<file path="src/rtl/alu_seq_pkg.sv">
// alu_seq_pkg: state encodings, opcodes, flag indices and opcode helpers for alu_sequencer
package alu_seq_pkg;
  typedef enum logic [2:0] {S_IDLE, S_LO, S_HI, S_DONE, S_ERR} state_e;
  localparam logic [7:0] OP_AND   = 8'h01;
  localparam logic [7:0] OP_OR    = 8'h02;
  localparam logic [7:0] OP_XOR   = 8'h03;
  localparam logic [7:0] OP_NOT   = 8'h04;
  localparam logic [7:0] OP_ADD   = 8'h05;
  localparam logic [7:0] OP_ADDU  = 8'h06;
  localparam logic [7:0] OP_ADDC  = 8'h07;
  localparam logic [7:0] OP_ADDCU = 8'h08;
  localparam logic [7:0] OP_SUB   = 8'h09;
  localparam logic [7:0] OP_CMP   = 8'h0B;
  localparam logic [7:0] OP_CMPU  = 8'h0F;
  localparam logic [3:0] OPH_ADDI  = 4'h5;
  localparam logic [3:0] OPH_ADDUI = 4'h6;
  localparam logic [3:0] OPH_ADDCI = 4'h7;
  localparam int FLG_Z = 4;
  localparam int FLG_C = 3;
  localparam int FLG_O = 2;
  localparam int FLG_N = 1;
  localparam int FLG_L = 0;
  function automatic logic is_legal(input logic [7:0] op, input logic wide);
    return wide ? op inside {OP_AND, OP_OR, OP_XOR, OP_NOT, OP_ADD, OP_ADDU}
                : op inside {OP_AND, OP_OR, OP_XOR, OP_NOT, OP_ADD, OP_ADDU, OP_ADDC,
                             OP_ADDCU, OP_SUB, OP_CMP, OP_CMPU} ||
                  op[7:4] inside {OPH_ADDI, OPH_ADDUI, OPH_ADDCI};
  endfunction
  // The high half of a wide add must absorb the low-half carry.
  function automatic logic [7:0] hi_opcode(input logic [7:0] op);
    return op == OP_ADD ? OP_ADDC : op == OP_ADDU ? OP_ADDCU : op;
  endfunction
endpackage

</file>
<file path="src/rtl/alu_sequencer.sv">
// alu_sequencer: multi-cycle controller driving a 16-bit ALU, chaining two passes for 32-bit ops
//   clk, reset_n         clock, async active-low reset
//   Start/Wide/Opcode/A/B request in (sampled only in IDLE)
//   Busy/Done/Error      status; Done/Error are one-cycle pulses
//   Result/Flags         registered result and ZCONL flag register
//   AluA/AluB/AluOpcode/AluCin -> ALU, AluC/AluFlags <- ALU
module alu_sequencer
  import alu_seq_pkg::*;
(
  input  logic        clk,
  input  logic        reset_n,
  input  logic        Start,
  input  logic        Wide,
  input  logic [7:0]  Opcode,
  input  logic [31:0] A,
  input  logic [31:0] B,
  output logic        Busy,
  output logic        Done,
  output logic        Error,
  output logic [31:0] Result,
  output logic [4:0]  Flags,
  output logic [15:0] AluA,
  output logic [15:0] AluB,
  output logic [7:0]  AluOpcode,
  output logic        AluCin,
  input  logic [15:0] AluC,
  input  logic [4:0]  AluFlags
);
  state_e      state_q, state_d;
  logic [31:0] a_q, b_q, result_q;
  logic [7:0]  op_q;
  logic        wide_q, zlo_q, clo_q;
  logic [15:0] lo_q;
  logic [4:0]  flags_q;
  logic        start_ok, in_lo, in_hi;
  assign start_ok = Start && is_legal(Opcode, Wide);
  assign in_lo = state_q == S_LO;
  assign in_hi = state_q == S_HI;
  always_ff @(posedge clk or negedge reset_n) begin
    if (!reset_n) begin
      state_q  <= S_IDLE;
      a_q      <= '0;
      b_q      <= '0;
      op_q     <= '0;
      wide_q   <= 1'b0;
      lo_q     <= '0;
      zlo_q    <= 1'b0;
      clo_q    <= 1'b0;
      result_q <= '0;
      flags_q  <= '0;
    end else begin
      state_q <= state_d;
      if (state_q == S_IDLE && start_ok) begin
        a_q    <= A;
        b_q    <= B;
        op_q   <= Opcode;
        wide_q <= Wide;
      end
      if (in_lo) begin
        lo_q  <= AluC;
        zlo_q <= AluFlags[FLG_Z];
        clo_q <= AluFlags[FLG_C];
      end
      if (in_lo && !wide_q) begin
        result_q <= {16'h0000, AluC};
        flags_q  <= AluFlags;
      end
      // Wide zero needs both halves zero; the rest describe the full 32-bit value.
      if (in_hi) begin
        result_q <= {AluC, lo_q};
        flags_q  <= {zlo_q & AluFlags[FLG_Z], AluFlags[FLG_C], AluFlags[FLG_O],
                     AluFlags[FLG_N], AluFlags[FLG_L]};
      end
    end
  end
  always_comb begin
    state_d = S_IDLE;
    if (state_q == S_IDLE && Start) state_d = start_ok ? S_LO : S_ERR;
    else if (in_lo) state_d = wide_q ? S_HI : S_DONE;
    else if (in_hi) state_d = S_DONE;
  end
  // ALU inputs come only from registered operands; idle states park them at zero.
  always_comb begin
    Busy      = state_q != S_IDLE;
    Done      = state_q == S_DONE;
    Error     = state_q == S_ERR;
    AluA      = in_lo ? a_q[15:0] : in_hi ? a_q[31:16] : 16'h0000;
    AluB      = in_lo ? b_q[15:0] : in_hi ? b_q[31:16] : 16'h0000;
    AluOpcode = in_lo ? op_q : in_hi ? hi_opcode(op_q) : 8'h00;
    AluCin    = in_lo ? flags_q[FLG_C] : in_hi && clo_q;
  end
  assign Result = result_q;
  assign Flags  = flags_q;
endmodule

</file>
<file path="config.mk">
export PLATFORM = sky130hd
export DESIGN_NAME = alu_sequencer
export DESIGN_NICKNAME = d
export VERILOG_FILES = /design/src/rtl/alu_seq_pkg.sv /design/src/rtl/alu_sequencer.sv
export SDC_FILE = /design/constraint.sdc
export NUM_CORES = 1
export LEC_CHECK = 0
export ABC_AREA = 1
export BUFFER_PORTS_ARGS = -buffer_cell sky130_fd_sc_hd__buf_2
export CAP_MARGIN = 10
export CORE_UTILIZATION = 25
export DETAILED_ROUTE_END_ITERATION = 16
export PLACE_DENSITY = 0.53
export SETUP_SLACK_MARGIN = 0.4
export SYNTH_ARGS = -nofsm -noshare
export SYNTH_HDL_FRONTEND = slang
export SYNTH_SLANG_ARGS = --single-unit
</file>
<file path="constraint.sdc">
create_clock -name clk -period 1.75 [get_ports clk]
set_input_delay 0.175 -clock clk [delete_from_list [all_inputs] [get_ports clk]]
set_output_delay 0.175 -clock clk [all_outputs]
set_load 0.005 [all_outputs]
</file>
==> qor.yml <==
outcome:
  run_status: "finished, violations left"
  violations: "negative setup slack"
power:
  p_leak_uw: 0.00524
  power_density_nw_per_um2: 1880
  power_uw: 19700
  ir_worst_vdd_mv: 0.864
timing:
  post-route-period-util_pct: 109
  worstMarginPinSlew_ns: 0.454
  clock.fmax_mhz: 526
  slew_headroom_pct: 69.7
  rsz0062_at_grt: "yes"
  drv_slew: 0
  period_minus_slack_ns: 1.90
  setup_viol: 149
  fin_worst_skew_ns: 0.00695
  setup_ws_ns: -0.151
  finalHoldViolations: 0
yosys:
  async_reset_ff_share_pct: 100
  synth_seq_cells: 131
  postSynthNetCount: 775
  syn_inst: 678
  synth_cell_type_count: 22
  yosys_warnings: 0
  synth_area_sq_um: 5910
  synth_area_per_cell_sq_um: 8.72
  yosys-top-cells-area: "dfrtp_1, nand2_1, nand4_1"
  synth-edff-count: 0
  synth_common_cells: "nand2_1, dfrtp_1, nand4_1"
  synth_ff_type: "dfrtp_1"
  seq_area_frac_synth_pct: 55.4
  yosysTopAreaCell: "dfrtp_1"
  post-synth-top-area-fraction_pct: 55.4
  yosysMostFrequentCell: "nand2_1"
worst_setup_path:
  path_common_cell: "buf_12"
  cp_slowest_stage_delay_ns: 0.44
  r2r_setup_slack_ns: -0.13
  r2r_end: "op_q[5]$_DFFE_PN0P_"
  required_ns: 1.57
  path_cells: "nor3_4 > buf_12 > buf_12 > a22o_1 > buf_2"
  path_max_fanout: 16
  endpoint_kind: "output pin"
  reg2reg_from: "state_q[2]$_DFF_PN0_"
  critical_path_class: "flip-flop to output pin"
  ff2ff_path_depth: 11
  cp.arrival_ns: 1.73
  crit_slowest_cell: "dfrtp_2"
  start_kind: "flip-flop"
final_layout:
  drive_gt1_share_pct: 48.9
  final_net_count: 1058
  design_area_sq_um: 10500
  fillers: 2130
  area_growth_pct: 77.1
global_route:
  antenna_found_initial: 2
  grtUsageTotal_pct: 20.2
  grt_max_degree: 63
  grt_pass1_vias: 6267
  grt_pass1_wl_um: 36800
  grt_overflow: 0
routing:
  drt_first_iter_violations: 308
  dr.pass1.iters: 5
  route.detailed.drc: 0
  drt-total-wl_um: 24000
  ant_nets: 0
  vias: 6172
  viasPerCell: 4.79
  wl_per_cell_um: 18.6
floorplanning:
  core-area_sq_um: 22900
  die_h_um: 156
  placementRows: 55
  die_w_um: 156
  initial_core_util_pct: 25.8
  ios: 178
  dieArea_sq_um: 24300
clock_tree:
  cts_tree: "done"
  clk_pin_slew_ns: 0.07
  h-tree-depth: 4
  clk-insertion-delay-late_ns: 0.43
  cts_root_buf: "clkbuf_16"
  clock_path_buffers: 2
  cts_buffers: 17
  cts_sinks: 131
hold_path:
  min_from: "B[29]"
  worstHoldPathType: "input port to flip-flop"
  worstHoldPathCells: 3
  whs_endpoint: "b_q[29]$_DFFE_PN0P_"
place:
  place_congestion: 0.732
  dp_hpwl_um: 12100
  place_area_sq_um: 7260
  port_buffers: 177
job:
  cap_viol_max_count: 0
power breakdown:
group	total, uW	internal (uW)	switching, uW
Clock	3850	2290	1560
Sequential	5500	4420	1080
Combinational	10400	5640	4750
Total	19700	12300	7390
cell type report:
type	instances	area [sq um]	area share, %
well taps	313	392	3.74
clock inverters	15	196	1.88
flip-flops and latches	131	3280	31.3
repair buffers	320	3200	30.6
multi-input cells	451	2800	26.7
clock buffers	17	425	4.06
diodes	1	2.50	0.0239
inverters	40	173	1.65
worst max-delay path: cells and delay by family (launching register included):
kind	cells	cell delay [ns]
and+or+nand+nor	1	0.21
buffers and inverters	3	0.44
DFF	1	0.44
AOI/OAI and AO/OA	1	0.19
layout by cell type, fill, tap and decap left out, types with 2 or more instances in the layout:
master	synthesis	routed
nand4_1	72	72
nand2_1	233	144
o21ai_2	0	10
buf_4	11	24
nand3_4	0	5
a31oi_1	16	15
dfrtp_1	131	129
nand3_1	26	4
nand2_4	0	10
clkinv_4	0	2
bufbuf_16	0	2
nand3_2	1	18
buf_2	36	173
a21oi_1	3	2
nor3_4	0	3
buf_6	1	23
inv_8	0	3
clkinvlp_4	0	2
bufinv_16	0	3
nor2_2	0	12
clkbuf_16	0	17
a22o_1	32	32
nor2_4	0	7
inv_2	3	5
dlygate4sd3_1	0	34
buf_8	0	4
inv_6	0	6
buf_12	0	29
buf_16	0	31
nor2_1	27	8
nand2_2	0	78
dfrtp_2	0	2
inv_1	37	32
o21ai_1	18	24
stage by stage:
stage | util [%] | instances | setup TNS [ns] | setup slack [ns] | hold WS [ns]
after detailed placement | 31.7 | 1138 | 0 | 0.199 | 0.135
final | 45.7 | 1288 | -14.43 | -0.151 | 0.00912
after floorplan | - | 678 | 0 | 0.401 | -0.121
after CTS | 44.1 | 1277 | -7.70 | -0.158 | 0.000877
after global routing | 45.7 | 1287 | -25.93 | -0.215 | 0.00900
after global placement | 31.7 | 1138 | 0 | 0.218 | 0.135
flip-flops by register name, indices dropped and copies added, names as in the netlist:
| signal | flops |
|---|---|
| Result | 32 |
| a_q | 32 |
| b_q | 32 |
| lo_q | 16 |
| op_q | 8 |
| Flags | 5 |
| state_q | 3 |
| clo_q | 1 |
| wide_q | 1 |
| zlo_q | 1 |
how the worst max path moves through the flow:
stage	from	to	slack [ns]	cells after the start
2_1_floorplan	state_q[0]$_DFF_PN0_	AluOpcode[3]	0.40	6
3_3_place_gp	state_q[2]$_DFF_PN0_	AluOpcode[0]	0.22	7
3_5_place_dp	state_q[2]$_DFF_PN0_	AluOpcode[6]	0.20	7
4_1_cts	state_q[1]$_DFF_PN0_	AluB[3]	-0.16	6
5_1_grt	state_q[2]$_DFF_PN0_	AluOpcode[3]	-0.22	6
6_report	state_q[2]$_DFF_PN0_	AluA[12]	-0.15	5
routing by layer:
| layer | up-vias | GRT usage [%] | share of wire (%) |
|---|---|---|---|
| met5 | - | 0 | 0.071 |
| met4 | 2 | 6.12 | 2.0 |
| met3 | 34 | 5.19 | 6.5 |
| met2 | 236 | 34.0 | 49 |
| met1 | 3020 | 25.2 | 43 |
| li1 | 2880 | - | - |
repair_timing:
item	CTS	global route
gates cloned	31	0
pin swaps	34	14
resized for setup	214	56
hold endpoints to repair	75	0
hold buffers	34	0
setup buffers	42	10
endpoints found under the setup margin	170	170
logic make-up (layout without fill, tap and decap cells):
group	after synthesis	in the layout	synth area share [%]
AND/OR/NAND/NOR	364	364	27.1
AO/OA/AOI/OAI	87	87	9.80
other	0	1	0
flip-flops	131	131	55.4
buffers and inverters	96	392	7.68
No activity file was read; power rests on OpenSTA's default activity.
